===== config.mk =====
export PLATFORM = sky130hd
export DESIGN_NAME = reg_file_rename
export DESIGN_NICKNAME = d
export VERILOG_FILES = /design/src/rtl/reg_file_rename.sv
export SDC_FILE = /design/constraint.sdc
export NUM_CORES = 2
export LEC_CHECK = 0
export CAP_MARGIN = 20
export CORE_UTILIZATION = 63
export DETAILED_ROUTE_END_ITERATION = 8
export HOLD_SLACK_MARGIN = 0.02
export PLACE_DENSITY_LB_ADDON = 0.3
export SYNTH_ARGS = -nofsm -noshare
export SYNTH_HDL_FRONTEND = slang
export SYNTH_SLANG_ARGS = --single-unit

===== constraint.sdc =====
create_clock -name clk -period 4 [get_ports clk]
set_input_delay 0.4 -clock clk [delete_from_list [all_inputs] [get_ports clk]]
set_output_delay 0.4 -clock clk [all_outputs]
set_load 0.02 [all_outputs]

===== src/rtl/reg_file_rename.sv =====
// rtl/reg_file_rename.sv - architectural register file with per-register ROB rename tags
// Commit writes values and retires matching tags; issue stamps tags; flush clears every tag.
module reg_file_rename #(
  parameter int REG_NUM = 32,
  parameter int REG_W   = 5,
  parameter int TAG_W   = 4,
  parameter int XLEN    = 32
) (
  input  logic             clk,
  input  logic             rst_in,
  input  logic             rdy_in,
  input  logic [REG_W-1:0] rs1,
  input  logic [REG_W-1:0] rs2,
  output logic [TAG_W-1:0] rf_label1,
  output logic [TAG_W-1:0] rf_label2,
  output logic [XLEN-1:0]  rf_val1,
  output logic [XLEN-1:0]  rf_val2,
  input  logic             issue_en,
  input  logic [REG_W-1:0] issue_rd,
  input  logic [TAG_W-1:0] issue_tag,
  input  logic             commit_en,
  input  logic [REG_W-1:0] commit_rd,
  input  logic [XLEN-1:0]  commit_res,
  input  logic [TAG_W-1:0] commit_lab,
  input  logic             flush_in
);

  logic [XLEN-1:0]  val_q [REG_NUM];
  logic [XLEN-1:0]  val_d [REG_NUM];
  logic [TAG_W-1:0] tag_q [REG_NUM];
  logic [TAG_W-1:0] tag_d [REG_NUM];

  logic commit_ok;
  logic issue_ok;

  assign commit_ok = rdy_in && commit_en && (commit_rd != '0);
  assign issue_ok  = rdy_in && issue_en && (issue_rd != '0) && !flush_in;

  // Issue is applied after commit so a same-cycle issue to the same rd keeps its new tag.
  always_comb begin
    val_d = val_q;
    tag_d = tag_q;
    if (commit_ok) begin
      val_d[commit_rd] = commit_res;
      if (tag_q[commit_rd] == commit_lab) begin
        tag_d[commit_rd] = '0;
      end
    end
    if (rdy_in && flush_in) begin
      for (int i = 0; i < REG_NUM; i++) begin
        tag_d[i] = '0;
      end
    end else if (issue_ok) begin
      tag_d[issue_rd] = issue_tag;
    end
  end

  always_ff @(posedge clk) begin
    if (rst_in) begin
      for (int i = 0; i < REG_NUM; i++) begin
        val_q[i] <= '0;
        tag_q[i] <= '0;
      end
    end else begin
      for (int i = 0; i < REG_NUM; i++) begin
        val_q[i] <= val_d[i];
        tag_q[i] <= tag_d[i];
      end
    end
  end

  // Retiring producer is forwarded so decode never captures a tag whose ROB entry is gone.
  always_comb begin
    rf_label1 = tag_q[rs1];
    rf_val1   = val_q[rs1];
    if (rs1 == '0) begin
      rf_label1 = '0;
      rf_val1   = '0;
    end else if (commit_ok && (commit_rd == rs1) && (tag_q[rs1] == commit_lab)) begin
      rf_label1 = '0;
      rf_val1   = commit_res;
    end
  end

  always_comb begin
    rf_label2 = tag_q[rs2];
    rf_val2   = val_q[rs2];
    if (rs2 == '0) begin
      rf_label2 = '0;
      rf_val2   = '0;
    end else if (commit_ok && (commit_rd == rs2) && (tag_q[rs2] == commit_lab)) begin
      rf_label2 = '0;
      rf_val2   = commit_res;
    end
  end

endmodule

Yosys cells after proc, flatten, opt, wreduce, memory -nomap -nowiden
Cells that the tools add are included.
W data, S select, Z words.
{"block": "totals", "inputBits": 66, "out_inout_bits": 72, "register_bits": 1152, "elab_cells": 133}
{"block": "classes", "reduce_logical": 18, "order_cmp": 6, "bitwise": 6, "n_mux": 34, "eq_ne": 5}
{"operator": "$bwmux W1024", "n": 1}
{"operator": "$mux W128", "n": 3}
{"operator": "$bmux W32 S5", "n": 2}
{"operator": "$mux W32", "n": 9}
{"operator": "$demux W32 S5", "n": 1}
{"operator": "$and A128 B128 Y128", "n": 1}
{"operator": "$bwmux W128", "n": 1}
{"operator": "$not A128 Y128", "n": 1}
{"operator": "$bmux W4 S5", "n": 3}
{"operator": "$mux W4", "n": 12}
{"operator": "$demux W4 S5", "n": 2}
{"operator": "$ge A6 B6 Y1 const B", "n": 4}
{"operator": "$not A5 Y6", "n": 4}
{"operator": "$eq A4 B4 Y1", "n": 3}
{"operator": "$logic_and A1 B1 Y1", "n": 12}
{"operator": "$lt A6 B1 Y1 const B", "n": 2}
{"operator": "$eq A5 B5 Y1", "n": 2}
{"operator": "$logic_not A5 Y1", "n": 2}
{"operator": "$reduce_bool A5 Y1", "n": 2}
{"operator": "$reduce_or A2 Y1", "n": 1}
{"operator": "$logic_not A1 Y1", "n": 1}

Longest topological paths before layout
{"block": "depth", "word_depth": 11, "ltp_mapped": 13, "mapped_depth_nobuf": 7}

Worst setup path before layout
No wires, ideal clock.
{"block": "synth_path", "kind": "input -> output", "from": "input rs2[0]", "to": "output rf_val2[10]", "slack_ps": 457, "n_path_buf": 3, "arrival_ps": 3143, "path_stages": 10, "required_ps": 3600, "cell_sequence": "buf_6 > mux4_1 > mux4_2 > xor2_1 > nand3b_1 > a311o_1 > nor4_2 > buf_6 > buf_12 > mux2i_1"}
{"block": "synth_via", "elab_chain_len": 8, "word_cells_on_any_way": 14, "classes_between": "2 x eq/ne; 8 x mux; 1 x bitwise; 3 x reduce/logical"}
{"element": "from (decl)", "line": "13", "rtl": "input logic [REG_W-1:0] rs2,"}
{"element": "$not A5 Y6 (implied by the code)", "line": "87, 91"}
{"element": "$bmux W4 S5", "line": "91", "rtl": "end else if (commit_ok && (commit_rd == rs2) && (tag_q[rs2] == commit_lab)) begin"}
{"element": "$mux W4 (implied by the code) (2 in series)", "line": "91"}
{"element": "$eq A4 B4 Y1", "line": "91"}
{"element": "$logic_and A1 B1 Y1", "line": "91"}
{"element": "$mux W32", "line": "91"}
{"element": "$mux W32 *", "line": "88", "rtl": "if (rs2 == '0) begin"}
{"element": "to (decl)", "line": "17", "rtl": "output logic [XLEN-1:0] rf_val2,"}
Every way passes the cells marked *; elsewhere a longest branch is shown, timed or not. The select of a mux whose other input is x is not followed.

Final worst setup path
{"block": "layout_path", "from": "register tag_q[34] (netlist name)", "to": "output rf_val2[16]"}
{"block": "layout_via", "elab_chain_len": 7}
{"element": "from (decl)", "line": "30", "rtl": "logic [TAG_W-1:0] tag_q [REG_NUM];"}
{"element": "from (signal, indexed assignment)", "line": "67", "rtl": "tag_q[i] <= tag_d[i];"}
{"element": "$bmux W4 S5", "line": "91"}
{"element": "$mux W4 (implied by the code) (2 in series)", "line": "91"}
{"element": "$eq A4 B4 Y1", "line": "91"}
{"element": "$logic_and A1 B1 Y1", "line": "91"}
{"element": "$mux W32", "line": "91"}
{"element": "$mux W32", "line": "88"}
No other way between the ends. The select of a mux whose other input is x is not followed.

==> out/qor.yml <==
sta:
  setup_viol: 53
  slew_violations: 0
  fin_ws_ns: -0.3524
  worstMarginPinSlew_ns: 1.220
  post-route-period-util_pct: 108.8
  finalHoldViolCount: 0
  setup_tns_ns: -8.267
  min_period_ns: 4.352
  max_slew_margin_pct: 18.69
  maxClockFrequency_mhz: 229.8
  whs_ns: 0.1933
  clock_skew_ns: 0.01927
  rsz0062_at_grt: "true"
drt:
  dr.pass1.iters: 7
  drtAntennaViolNets: 0
  vias: 56860
  post_drt_wl_per_cell_um: 30.03
  drt-initial-drc-count: 11000
  drt_wl_total_um: 234100
  drc: 0
  vias_per_cell: 7.294
cts:
  hold_buffers: 0
  cts.clk_slew.worst_paths_ns: 0.07
  cts-root-buf: "clkbuf_16"
  cts.sinks: 1152
  htree_levels: 3
  cts_tree: "built"
  clockBufferDepth: 3
  cts_buffers: 114
  clkLatencyLatePin_ns: 0.74
yosys:
  async_reset_ff_share_pct: 0
  synth_area_mm2: 0.06081
  avgSynthCellArea_um2: 9.325
  post_synth_num_cell_types: 65
  synth_area_leaders: "dfxtp_1, mux4_2, nand2_1"
  synth_warnings: 0
  synth_top_area_cell: "dfxtp_1"
  seq_area_frac_synth_pct: 37.93
  synth_fp_nets: 6587
  synth_cells: 6521
  yosys.area.top_type_share_pct: 37.93
  ys_ff_latch: 1152
  synth_edf_count: 0
  ys.flop_type: "dfxtp_1"
floorplanning:
  fp.dieW_um: 312.7
  placement_rows: 113
  die_area_mm2: 0.09777
  ioPinCount: 138
  die_h_um: 312.7
  core_area_mm2: 0.09529
  initial_core_util_pct: 63.81
min_path:
  holdCritPathClass: "primary input to register"
worst_setup_path:
  path_max_fanout: 5
  crit_path_end_kind: "output pin"
  arrival_ns: 3.95
  crit_type: "register to output pin"
  cp_data_required_time_ns: 3.60
  start_kind: "register"
finish:
  syn2layout_area_growth_pct: 13.65
  drive_above_1_share_pct: 22.75
  finalNetCount: 6494
flow_run:
  cap_violations: 0
pwr:
  ir_drop_mv: 0.3964
  leakage_nw: 23.76
  powerDensity_mw_per_mm2: 369.1
  totalPowerFinal_mw: 25.51
global_route:
  grt_pass1_vias: 55340
  grt-ovfl-total: 0
  grt_max_degree: 202
  antenna_found_initial: 8
  grt_pass1_wl_um: 343700
  gr-usage-all-layers_pct: 47.10
placement:
  port-buffer-count: 137
  gp_congestion: 1.023
  dp_hpwl_um: 136900
outcome:
  violations: "setup timing"
  status: "finished, violations left"
-- where the power goes --
| group | switching [mW] | internal [mW] | leakage, nW |
|---|---|---|---|
| clock network | 4.90 | 6.89 | 2.00 |
| logic | 1.43 | 0.741 | 12.5 |
| registers | 0.0329 | 11.5 | 9.29 |
| total | 6.37 | 19.1 | 23.8 |
-- critical path, stage by stage, from the launching register on --
cell,delay [ns]
dfxtp_2,0.34
mux4_2,0.48
mux4_2,0.52
xor2_1,0.18
nand3b_1,0.17
a311o_1,0.41
nor4_4,0.16
buf_6,0.17
buf_12,0.17
buf_16,0.18
mux2i_1,0.23
buf_4,0.17
-- registers in the layout, indices dropped and copies added (netlist names) --
signal / flops
val_q: 1024
tag_q: 128
-- routing by layer --
metal	global-route usage, %	wire length, um
met2	67.08	99080
met4	35.44	20300
met3	17.97	38630
met1	58.11	76020
met5	0	28
-- cells in the final DEF, fill, tap and decap left out, drive strengths merged, types with 7 or more instances in the layout --
| cell | n |
|---|---|
| mux2 | 21 |
| a22oi | 13 |
| o211ai | 35 |
| clkbuf | 166 |
| mux2i | 85 |
| mux4 | 724 |
| nand3 | 46 |
| nand4 | 7 |
| buf | 427 |
| nor2b | 44 |
| xor2 | 10 |
| dfxtp | 1152 |
| o21ai | 8 |
| nand2 | 2122 |
| nor4 | 8 |
| clkdlybuf4s50 | 53 |
| nor2 | 238 |
| a41o | 124 |
| nand2b | 39 |
| clkinvlp | 8 |
| bufinv | 15 |
| a21oi | 1004 |
| nor3 | 20 |
| inv | 10 |
| or3 | 34 |
| clkinv | 20 |
-- kinds of logic (layout without fill, tap and decap cells) --
group                  Yosys count  in the layout  synth area share, %
XOR/XNOR                        16             16               0.2304
other                            0              6                    0
AO/OA/AOI/OAI                 1226           1226                11.52
AND/OR/NAND/NOR               2599           2599                17.00
buffers and inverters          698            701                4.683
multiplexers                   830            830                28.65
flip-flops                    1152           1152                37.93
-- area by class of cell --
| cell class | count | area, um^2 |
|---|---|---|
| Inverter | 6 | 32.53 |
| Sequential cell | 1152 | 23090 |
| Timing Repair Buffer | 483 | 4865 |
| Tap cell | 1265 | 1583 |
| Clock buffer | 165 | 3418 |
| Antenna cell | 6 | 15.01 |
| Clock inverter | 47 | 674.4 |
| Fill cell | 6531 | 26180 |
| Multi-Input combinational cell | 4671 | 35440 |
-- Yosys cell counts (4+ instances only) --
cell type,number
a31oi_1,5
buf_4,7
nor2_1,238
buf_2,82
clkbuf_2,28
or2_2,4
a41o_1,124
nor3b_1,5
xor2_1,10
nand3_1,46
and2_1,4
dfxtp_1,1152
and3_1,5
mux2_2,21
clkbuf_1,533
and3b_1,4
a211oi_1,5
a22oi_1,12
o22ai_1,6
mux4_1,7
mux4_2,717
inv_1,4
mux2i_1,85
nand4_1,7
xnor2_1,6
nor3_1,19
o21ai_0,8
or4_1,6
o211ai_1,35
a21oi_1,1004
nand2b_1,39
nand3b_1,6
or3_1,34
nand2_1,2122
nor4_1,7
nor2b_1,44
buf_1,37
-- per-stage QoR --
stage          area (um^2)  std cells  worst slack, ns  util [%]
4_1_cts              68860       7783          -0.3123     72.26
6_report             69110       7795          -0.3524     72.52
3_5_place_dp         64560       7548          -0.3158     67.74
2_1_floorplan        60810       6521           0.4566         -
5_1_grt              69100       7792          -0.3919     72.52
3_3_place_gp         64560       7548          -0.3484     67.74
-- final timing paths --
path	from	end	slack, ns	cells after the start
setup / recovery	tag_q[34]	rf_val2[16]	-0.35	11
hold / removal	rst_in	val_q[612]	0.19	2
setup reg to reg	tag_q[48]	tag_q[53]	0.72	9
hold reg to reg	val_q[827]	val_q[827]	0.47	2
-- what timing repair did --
action,4_1_cts,5_1_grt
gates cloned,6,0
resized for setup,352,68
pin swaps,6,9
setup endpoints to repair,72,67
setup buffers,18,9
Power figures use the tool's default switching activity.
